$ cat src/rtl/pwm_pkg.sv
`default_nettype none
// ============================================================================
// Module   : pwm_pkg
// Brief    : Shared widths, reset constants, FSM encoding and configuration
//            record for the PWM ramp controller.
// Revision : 1.0 - initial release
// ============================================================================
package pwm_pkg;

    localparam int C_CNT_W      = 18;
    localparam int C_STEP_W     = 8;
    localparam int C_DIV_W      = 8;
    localparam int C_RST_PERIOD = 200000;

    // Controller states, kept as plain constants for legacy tool flows
    localparam logic [1:0] ST_IDLE = 2'd0;
    localparam logic [1:0] ST_LOAD = 2'd1;
    localparam logic [1:0] ST_RAMP = 2'd2;
    localparam logic [1:0] ST_HOLD = 2'd3;

    // One accepted configuration as held in the shadow registers
    typedef struct packed {
        logic [C_CNT_W-1:0]  period;
        logic [C_CNT_W-1:0]  target;
        logic [C_STEP_W-1:0] step;
        logic [C_DIV_W-1:0]  div;
    } pwm_cfg_t;

endpackage
`default_nettype wire

$ cat src/rtl/pwm_ramp_step.sv
`default_nettype none
// ============================================================================
// Module   : pwm_ramp_step
// Brief    : Combinational next-duty computation. Moves the current duty one
//            step toward the target, saturating at the target in either
//            direction. A zero step jumps straight to the target.
// Revision : 1.0 - initial release
// ============================================================================
module pwm_ramp_step #(
    parameter int CNT_W  = 18,
    parameter int STEP_W = 8
) (
    input  logic [CNT_W-1:0]  i_cur,
    input  logic [CNT_W-1:0]  i_target,
    input  logic [STEP_W-1:0] i_step,
    output logic [CNT_W-1:0]  o_next,
    output logic              o_reached
);

    logic [CNT_W:0]   w_cur_x;
    logic [CNT_W:0]   w_tgt_x;
    logic [CNT_W:0]   w_step_x;
    logic [CNT_W:0]   w_sum;
    logic [CNT_W:0]   w_gap;
    logic [CNT_W-1:0] w_diff;

    // One extra bit on the upward sum so values near full scale cannot wrap
    assign w_cur_x  = {1'b0, i_cur};
    assign w_tgt_x  = {1'b0, i_target};
    assign w_step_x = {{(CNT_W+1-STEP_W){1'b0}}, i_step};
    assign w_sum    = w_cur_x + w_step_x;
    assign w_gap    = w_cur_x - w_tgt_x;
    assign w_diff   = i_cur - w_step_x[CNT_W-1:0];

    // Direction-aware step; any overshoot collapses onto the target
    always_comb begin
        o_next = i_target;
        if ((i_step != '0) && (i_cur != i_target)) begin
            if (i_cur < i_target) begin
                if (w_sum < w_tgt_x) begin
                    o_next = w_sum[CNT_W-1:0];
                end
            end else begin
                if (w_step_x < w_gap) begin
                    o_next = w_diff;
                end
            end
        end
        o_reached = (o_next == i_target);
    end

endmodule
`default_nettype wire

$ cat src/rtl/pwm_ramp_ctrl.sv
`default_nettype none
// ============================================================================
// Module   : pwm_ramp_ctrl
// Brief    : Accepts period/target configurations, applies them on PWM period
//            boundaries and ramps the live duty toward the target. Dropping
//            enable ramps the duty down to zero and parks in IDLE.
// Revision : 1.0 - initial release
// ============================================================================
module pwm_ramp_ctrl
    import pwm_pkg::*;
#(
    parameter int CNT_W      = C_CNT_W,
    parameter int STEP_W     = C_STEP_W,
    parameter int DIV_W      = C_DIV_W,
    parameter int RST_PERIOD = C_RST_PERIOD
) (
    input  logic              in_10Mhz,
    input  logic              reset,
    input  logic              enable,
    input  logic              period_end,
    input  logic              cfg_valid,
    output logic              cfg_ready,
    input  logic [CNT_W-1:0]  cfg_period,
    input  logic [CNT_W-1:0]  cfg_target,
    input  logic [STEP_W-1:0] cfg_step,
    input  logic [DIV_W-1:0]  cfg_div,
    output logic [CNT_W-1:0]  pwm_period,
    output logic [CNT_W-1:0]  pwm_duty,
    output logic              pwm_load,
    output logic              busy,
    output logic              at_target,
    output logic              cfg_err
);

    logic [1:0]       r_state;
    pwm_cfg_t         r_shadow;
    logic [CNT_W-1:0] r_target;
    logic             r_stopping;
    logic [DIV_W-1:0] r_div_cnt;
    logic [CNT_W-1:0] r_period;
    logic [CNT_W-1:0] r_duty;
    logic             r_load;
    logic             r_busy;
    logic             r_at_target;
    logic             r_cfg_ready;
    logic             r_cfg_err;

    logic             w_accept;
    logic             w_cfg_ok;
    logic [CNT_W-1:0] w_clamp;
    logic [CNT_W-1:0] w_step_duty;
    logic             w_step_reached;
    logic [1:0]       w_state_nxt;
    logic [CNT_W-1:0] w_target_nxt;
    logic             w_stopping_nxt;
    logic [DIV_W-1:0] w_div_nxt;
    logic [CNT_W-1:0] w_period_nxt;
    logic [CNT_W-1:0] w_duty_nxt;
    logic             w_load_nxt;

    assign w_accept = cfg_valid & r_cfg_ready;
    assign w_cfg_ok = (cfg_target <= cfg_period) && (cfg_period != '0);
    // Shrinking the period must never leave duty above it
    assign w_clamp  = (r_duty > r_shadow.period) ? r_shadow.period : r_duty;

    pwm_ramp_step #(
        .CNT_W  (CNT_W),
        .STEP_W (STEP_W)
    ) u_step (
        .i_cur     (r_duty),
        .i_target  (r_target),
        .i_step    (r_shadow.step),
        .o_next    (w_step_duty),
        .o_reached (w_step_reached)
    );

    // Next-state logic: normal sequencing first, then soft-stop override
    always_comb begin
        w_state_nxt    = r_state;
        w_target_nxt   = r_target;
        w_stopping_nxt = r_stopping;
        w_div_nxt      = '0;
        w_period_nxt   = r_period;
        w_duty_nxt     = r_duty;
        w_load_nxt     = 1'b0;

        case (r_state)
            ST_IDLE, ST_HOLD: begin
                // An accept in the same cycle as period_end defers the load
                if (w_accept && w_cfg_ok) begin
                    w_state_nxt    = ST_LOAD;
                    w_target_nxt   = cfg_target;
                    w_stopping_nxt = 1'b0;
                end
            end
            ST_LOAD: begin
                if (period_end) begin
                    w_period_nxt = r_shadow.period;
                    w_duty_nxt   = w_clamp;
                    w_load_nxt   = 1'b1;
                    w_state_nxt  = (w_clamp == r_target) ? ST_HOLD : ST_RAMP;
                end
            end
            default: begin
                w_div_nxt = r_div_cnt;
                if (period_end) begin
                    if (r_div_cnt == r_shadow.div) begin
                        w_div_nxt  = '0;
                        w_duty_nxt = w_step_duty;
                        w_load_nxt = 1'b1;
                        if (w_step_reached) begin
                            w_state_nxt = r_stopping ? ST_IDLE : ST_HOLD;
                        end
                    end else begin
                        w_div_nxt = r_div_cnt + DIV_W'(1);
                    end
                end
            end
        endcase

        // Soft stop: aim for zero with the current step/divider settings
        if (!enable && (r_state != ST_IDLE)) begin
            w_target_nxt   = '0;
            w_stopping_nxt = 1'b1;
            if (r_state != ST_RAMP) begin
                w_state_nxt  = (r_duty == '0) ? ST_IDLE : ST_RAMP;
                w_period_nxt = r_period;
                w_duty_nxt   = r_duty;
                w_load_nxt   = 1'b0;
                w_div_nxt    = '0;
            end
        end
    end

    // State, shadow and output registers
    always_ff @(posedge in_10Mhz or negedge reset) begin
        if (!reset) begin
            r_state     <= ST_IDLE;
            r_shadow    <= '0;
            r_target    <= '0;
            r_stopping  <= 1'b0;
            r_div_cnt   <= '0;
            r_period    <= CNT_W'(RST_PERIOD);
            r_duty      <= '0;
            r_load      <= 1'b0;
            r_busy      <= 1'b0;
            r_at_target <= 1'b0;
            r_cfg_ready <= 1'b1;
            r_cfg_err   <= 1'b0;
        end else begin
            r_state     <= w_state_nxt;
            r_target    <= w_target_nxt;
            r_stopping  <= w_stopping_nxt;
            r_div_cnt   <= w_div_nxt;
            r_period    <= w_period_nxt;
            r_duty      <= w_duty_nxt;
            r_load      <= w_load_nxt;
            r_busy      <= (w_state_nxt == ST_LOAD) || (w_state_nxt == ST_RAMP);
            r_at_target <= (w_state_nxt == ST_HOLD);
            r_cfg_ready <= enable &&
                           ((w_state_nxt == ST_IDLE) || (w_state_nxt == ST_HOLD));
            if (w_accept) begin
                r_cfg_err <= !w_cfg_ok;
                if (w_cfg_ok) begin
                    r_shadow <= '{period: cfg_period, target: cfg_target,
                                  step: cfg_step, div: cfg_div};
                end
            end
        end
    end

    assign cfg_ready  = r_cfg_ready;
    assign pwm_period = r_period;
    assign pwm_duty   = r_duty;
    assign pwm_load   = r_load;
    assign busy       = r_busy;
    assign at_target  = r_at_target;
    assign cfg_err    = r_cfg_err;

endmodule
`default_nettype wire

$ cat config.mk
export PLATFORM = sky130hd
export DESIGN_NAME = pwm_ramp_ctrl
export DESIGN_NICKNAME = d
export VERILOG_FILES = /design/src/rtl/pwm_pkg.sv /design/src/rtl/pwm_ramp_step.sv /design/src/rtl/pwm_ramp_ctrl.sv
export SDC_FILE = /design/constraint.sdc
export NUM_CORES = 1
export LEC_CHECK = 0
export BUFFER_PORTS_ARGS = -buffer_cell sky130_fd_sc_hd__buf_2
export CAP_MARGIN = 20
export CORE_MARGIN = 1.5
export CORE_UTILIZATION = 45
export CTS_CLUSTER_SIZE = 30
export DETAILED_ROUTE_END_ITERATION = 10
export GPL_TIMING_DRIVEN = 0
export PLACE_DENSITY = 0.61
export SKIP_CTS_REPAIR_TIMING = 1
export SLEW_MARGIN = 10
export SYNTH_ARGS = -nofsm -noshare
export SYNTH_HDL_FRONTEND = slang
export SYNTH_HIERARCHICAL = 1
export SYNTH_SLANG_ARGS = --single-unit
$ cat constraint.sdc
create_clock -name in_10Mhz -period 10.2 [get_ports in_10Mhz]
set_clock_uncertainty 0.15 [all_clocks]
set_input_delay 0.51 -clock in_10Mhz [delete_from_list [all_inputs] [get_ports in_10Mhz]]
set_output_delay 0.51 -clock in_10Mhz [all_outputs]
set_load 0.03 [all_outputs]
==> results of run 1 <==
[layout by cell type (no fill, tap or decap), types with 9 or more instances in the layout]
cell       instances
xnor2_1           26
clkbuf_1          31
inv_1            105
o31ai_1           11
mux2_2            19
nor2b_1           10
buf_2            108
xor2_1            48
nand2b_1          18
and3_1            12
dfrtp_1           97
o21a_1             9
nand4_1           20
nand2_1           96
o21ai_0           73
mux2i_1           22
nor2_1            80
clkbuf_16          9
a21o_1            12
ha_1              99
nand3_1           19
a221oi_1          10
a21oi_1           67
a211oi_1          12
nor3_1            13
o211ai_1          21
o22ai_1           47
nor4_1            21
[logic make-up after synthesis]
| group | Yosys count | synth area share, % |
|---|---|---|
| AOI/OAI and AO/OA | 373 | 26.3 |
| and+or+nand+nor | 330 | 16.6 |
| buffers and inverters | 159 | 6.50 |
| DFF | 104 | 26.0 |
| adders and majority gates | 102 | 13.0 |
| xor gates and xnor gates | 78 | 7.30 |
| muxes | 41 | 4.33 |
[critical path, cell delays in order (launching register included)]
cell	delay (ps)
dfrtp_1	750
ha_1	350
nand2b_1	160
a221o_1	350
a211oi_1	640
o21ai_0	210
xnor2_1	390
inv_1	150
ha_1	310
a21o_1	110
a2111oi_0	80
a211o_1	380
nand2_1	300
o31ai_1	140
a2111oi_1	580
a311oi_1	170
nor4_1	550
and2_1	240
nand3_1	140
o221ai_1	380
o21ai_0	210
o21ai_2	280
mux2i_1	230
[final timing paths]
check / from / slack (ps) / cells past startpoint / to
min in group asynchronous: reset / 450 / 2 / r_shadow[11]
hold reg to reg: pwm_period[12] / 330 / 2 / pwm_period[12]
hold / removal: cfg_step[5] / 230 / 2 / r_shadow[13]
max in group asynchronous: reset / 8730 / 3 / pwm_period[6]
setup reg to reg: pwm_duty[1] / 2900 / 22 / cfg_ready
setup / recovery: pwm_duty[1] / 2900 / 22 / cfg_ready
[per-layer routing]
metal / vias to the layer above / global-route usage, % / part of all wire (%)
li1: 4647 / - / -
met1: 4758 / 43.2 / 46
met2: 390 / 45.3 / 44
met3: 34 / 5.75 / 7.9
met4: 0 / 7.21 / 1.5
met5: - / 0 / 0
[layout make-up]
type / count / area share (%)
plain buffers: 53 / 2.26
clock buffers: 9 / 2.00
clock inverters: 7 / 1.10
inverters: 106 / 3.53
multi-input cells: 924 / 60.1
flip-flops and latches: 104 / 23.2
well taps: 280 / 3.11
repair buffers: 99 / 4.70
[metrics by stage]
step           area [µm²]  std cells  util [%]
6_report            11300       1582      51.6
5_1_grt             11300       1582      51.6
4_1_cts             11200       1581      51.5
3_5_place_dp        10900       1565      49.9
3_3_place_gp        10900       1564      49.8
2_1_floorplan       10000       1187         -
[registers in the layout, summed over array words and instances (netlist names)]
signal / count
r_state: 2
cfg_err: 1
r_shadow: 34
pwm_period: 18
at_target: 1
pwm_load: 1
r_div_cnt: 8
cfg_ready: 1
busy: 1
r_target: 18
r_stopping: 1
pwm_duty: 18
==> run summary, run 1 <==
=================================================================================
MaxCap Viol Count                                                               0
Global-route wire length before repair                                   54400 µm
Die area                                                               0.0232 mm²
DIE HEIGHT                                                                 152 µm
Final #Nets                                                                  1456
Starting utilization of the core area                                       46.0%
# diodes                                                                        0
Final HPWL from detailed placement                                       27800 µm
Count of input and output buffers                                              97
Post-synth top flop                                                       dfrtp_1
Maximum fanout encountered on the critical timing path                         12
Mapped Nets                                                                  1346
Detail-routed net length per standard cell                                22.0 µm
Fraction of layout instances using a drive strength above 1                 15.1%
Die Wd                                                                     152 µm
Number of optimization iterations in the first detailed-route pass              6
Area share of the leading cell type in the synthesized netlist              24.2%
Setup repair after global routing missed its margin                            no
Async S/R FF share, synth                                                    100%
Pre-CTS worst setup slack                                                 3130 ps
YS warnings                                                                     6
Post-Route WL                                                            34800 µm
Register clock-pin slew on the reported worst setup and hold paths          80 ps
Top cell types by occurrence after synthesis                         inv_1, ha_1, dfrtp_1, nand2_1, nor2_1
Critical path data arrival time                                           7450 ps
Count of pins on the block boundary                                            98
Sequential cell area                                                  0.00261 mm²
Final count of negative-setup-slack endpoints                                   0
Hold slack                                                                 228 ps
DRC violation count after routing                                               0
Max Root-Sink Buffers                                                           2
Measured slew at the worst slew-check pin                                  835 ps
Antenna violations before repair                                                0
Insertion delay of the later-clocked pin in the worst-skew pair            360 ps
Fmax                                                                      137 MHz
Critical Path Source Type                                                    flop
Fin. Hold Viols                                                                 0
CTS tree                                                                     done
Setup crit end kind                                                          flop
H-tree lvl count                                                                3
Final cycle utilization of the critical path                                71.6%
Netlist area before placement                                          0.0100 mm²
Post-route setup slack                                                    2900 ps
Cells after synthesis                                                        1187
Worst min-delay path category                                           in -> reg
Path type of the worst setup path                                      reg -> reg
Most common cell in the synthesized netlist                                 inv_1
Vias in the first global route                                               9457
Number of library cell types mapped by synthesis                               89
Routed vias                                                                  9829
Clk sinks                                                                     104
Root Buffer Master                                                      clkbuf_16
Number of DRC markers in iteration 0                                         1019
Aggregate global routing overflow                                               0
Required time at the endpoint of the critical path                       10340 ps
Multi-input combinational cell area                                   0.00677 mm²
Routed Antenna Nets                                                             0
Dominant cells by area after synthesis                               dfrtp_1, ha_1, xor2_1
Final setup TNS                                                              0 ps
Slew HR                                                                     44.1%
Pins Over Slew Limit                                                            0
Share of synthesized area occupied by flip-flops and latches                26.0%
CORE AREA                                                              0.0218 mm²
Mapped Avg Cell Area                                                     8.45 µm²
CTS Buf Count                                                                   9
Final estimated routing congestion in global placement                      0.958
Final Critical Period                                                     7300 ps
Post-detailed-route via-to-cell ratio                                        6.21
Status                                                               finished clean
Largest area contributor in the synthesized netlist                       dfrtp_1
Count of fill cells added during filler insertion                            2187
Area growth from synthesis to final layout                                  12.3%
Post-synthesis register bit count                                             104
Maximum number of pins on one net before global-route repair                   72
Total track usage                                                           29.7%
Number of enable-type register cells in the synthesized netlist                 0
Std-Cell Rows                                                                  54
=================================================================================
Power of run 1 is left out: the tool's default activity adds up to more than one toggle a clock period on the data nets, which glitch-free logic cannot reach.
==> run 2, diff against run 1 <==
- PLACE_DENSITY: 0.61 -> 0.64
- clock period: 10.2 -> 5.9 ns (I/O delays scaled with it)
==> run 2 against run 1 <==
The run now ends with negative setup slack left. Non-clock buffer count is 32 higher. Critical path depth grew 3. Worst hold slack worse by 230 ps. First-iteration DRC count rose by 13%. Register-to-register slack got worse by 2900 ps. Cell count up 2.0%. Critical endpoint is now at_target. Highest routed layer unchanged.
==> run summary, run 2 (synthesis results as in run 1) <==
=================================================================================
Status                                                               complete, but fails checks   was finished clean
Violations in the final reports                                      negative setup slack
Slew HR                                                                     40.9%   was 44.1%
Required time at the endpoint of the critical path                        6010 ps   was 10340 ps
GR Layer Usage met3                                                         6.48%   was 5.75%
Pins Over Slew Limit                                                            0   unchanged
Insertion delay of the later-clocked pin in the worst-skew pair            370 ps   was 360 ps
Number of DRC markers in iteration 0                                         1150   was 1019
MaxCap Viol Count                                                               0   unchanged
Slowest Stage Delay on Critical Path                                       490 ps   was 750 ps
Path type of the worst setup path                                      reg -> reg   unchanged
Critical Path Source Type                                                    flop   unchanged
Setup slack of the most critical reg-to-reg path                           -10 ps   was 2900 ps
# diodes                                                                        0   unchanged
Total track usage                                                           29.6%   was 29.7%
Die Wd                                                                     152 µm   unchanged
Count of pins on the block boundary                                            98   unchanged
Critical path data arrival time                                           6020 ps   was 7450 ps
Worst min-delay path category                                           in -> reg   unchanged
Final design utilization                                                    54.7%   was 51.6%
Global-route wire length before repair                                   54300 µm   was 54400 µm
Root Buffer Master                                                      clkbuf_16   unchanged
Setup repair after global routing missed its margin                           yes   was no
Post-detailed-route via-to-cell ratio                                        6.25   was 6.21
Top library cells by usage in the layout, fill and taps aside        buf_2, inv_1, nand2_1   was buf_2, inv_1, ha_1
Count of input and output buffers                                              97   unchanged
Met1 global-route usage                                                     42.5%   was 43.2%
Max Root-Sink Buffers                                                           2   unchanged
Measured slew at the worst slew-check pin                                  878 ps   was 835 ps
Final Critical Period                                                     5910 ps   was 7300 ps
Most common cell after layout, fill and taps aside                          buf_2   unchanged
Starting utilization of the core area                                       46.0%   unchanged
Register with the highest flop count                                     r_shadow   unchanged
Final cycle utilization of the critical path                                 100%   was 71.6%
Std-Cell Rows                                                                  54   unchanged
Fin. Hold Viols                                                                 0   unchanged
Maximum fanout encountered on the critical timing path                          6   was 12
CORE AREA                                                              0.0218 mm²   unchanged
Antenna violations before repair                                                0   unchanged
H-tree lvl count                                                                3   unchanged
Final #Nets                                                                  1488   was 1456
Count of fill cells added during filler insertion                            2047   was 2187
Clk sinks                                                                     104   unchanged
Area growth from synthesis to final layout                                  19.0%   was 12.3%
Number of buffer and inverter instances along the worst setup path              2   was 1
Aggregate global routing overflow                                               0   unchanged
Fmax                                                                      169 MHz   was 137 MHz
Die area                                                               0.0232 mm²   unchanged
CTS Buf Count                                                                   9   unchanged
Post-route setup slack                                                   -12.0 ps   was 2900 ps
Maximum number of pins on one net before global-route repair                   83   was 72
Fraction of layout instances using a drive strength above 1                 22.9%   was 15.1%
Critical path's top delay family                                     compound AO/OA/AOI/OAI gates   unchanged
Setup crit end kind                                                          flop   unchanged
Vias in the first global route                                               9385   was 9457
DRC violation count after routing                                               0   unchanged
Routed Antenna Nets                                                             0   unchanged
Post-Route WL                                                            35600 µm   was 34800 µm
Routed vias                                                                 10100   was 9829
Final estimated routing congestion in global placement                      0.980   was 0.958
Number of optimization iterations in the first detailed-route pass              6   unchanged
Most used routing layer in global routing                                    met2   unchanged
Number of flip-flops under the largest register name                           34   unchanged
Multi-input combinational cell area                                   0.00720 mm²   was 0.00677 mm²
DIE HEIGHT                                                                 152 µm   unchanged
CTS tree                                                                     done   unchanged
Register clock-pin slew on the reported worst setup and hold paths          80 ps   about the same
Detail-routed net length per standard cell                                22.1 µm   was 22.0 µm
Final count of negative-setup-slack endpoints                                   1   was 0
Critical-path top delay cell                                             o311ai_4   was dfrtp_1
Final HPWL from detailed placement                                       27400 µm   was 27800 µm
Met2 GRT Util                                                               45.2%   was 45.3%
Sequential cell area                                                  0.00264 mm²   was 0.00261 mm²
=================================================================================
## run 2: cell count changes in the layout (fill, tap and decap cells not counted), sizes merged
cell	previous run	this run
bufinv	2	0
buf	118	151
clkbuf	42	41
clkinv	3	5
## run 2: area by class of cell
cell class,count,area share (%)
plain buffers,52,2.18
flip-flops and latches,104,22.1
well taps,280,2.93
repair buffers,132,6.51
inverters,106,3.35
clock inverters,7,0.723
multi-input cells,924,60.3
clock buffers,9,1.89
## run 2: stage by stage
step           hold WS, ps  cells  instance area, µm²  setup TNS (ps)  setup WS, ps
4_1_cts               -383   1581               11200           -5330         -1220
3_3_place_gp           313   1564               10900           -5020         -1150
3_5_place_dp          11.7   1565               10900           -5180         -1190
2_1_floorplan         -151   1187               10000               0           328
5_1_grt               1.18   1614               11900            -829          -215
6_report              2.86   1614               11900           -12.0         -12.0
## run 2: routing by layer
metal	routed length, µm	share of wire [%]
met4	763	2.1
met3	3090	8.7
met1	16000	45
met5	0	0
met2	15700	44
## run 2: worst reg2reg max path, stage by stage, from the launching register on
cell and delay, ps:
dfrtp_2 460, ha_4 190, inv_1 80, fa_2 250, nor2_4 60, o311ai_4 490
a21oi_4 140, and4_1 270, or2_1 260, ha_1 320, and3_4 200, nand2_2 80
a211o_4 360, a311oi_2 290, o32ai_2 150, a2111oi_2 280, a311oi_1 160, nor4_2 360
and2_4 260, a31o_2 180, o221ai_4 120, o21a_1 150, a31oi_2 150, o21ai_2 100
buf_4 160, and2_1 130
## run 2: worst paths after layout
path | startpoint | endpoint | depth (start not counted)
max in group asynchronous | reset | pwm_duty[1] | 3
worst min-delay path | cfg_step[4] | r_shadow[12] | 2
worst max register to register | pwm_duty[0] | at_target | 25
worst min register to register | pwm_period[12] | pwm_period[12] | 2
min in group asynchronous | reset | pwm_period[7] | 2
worst max-delay path | pwm_duty[0] | at_target | 25
Power of run 2 is left out for the same reason.
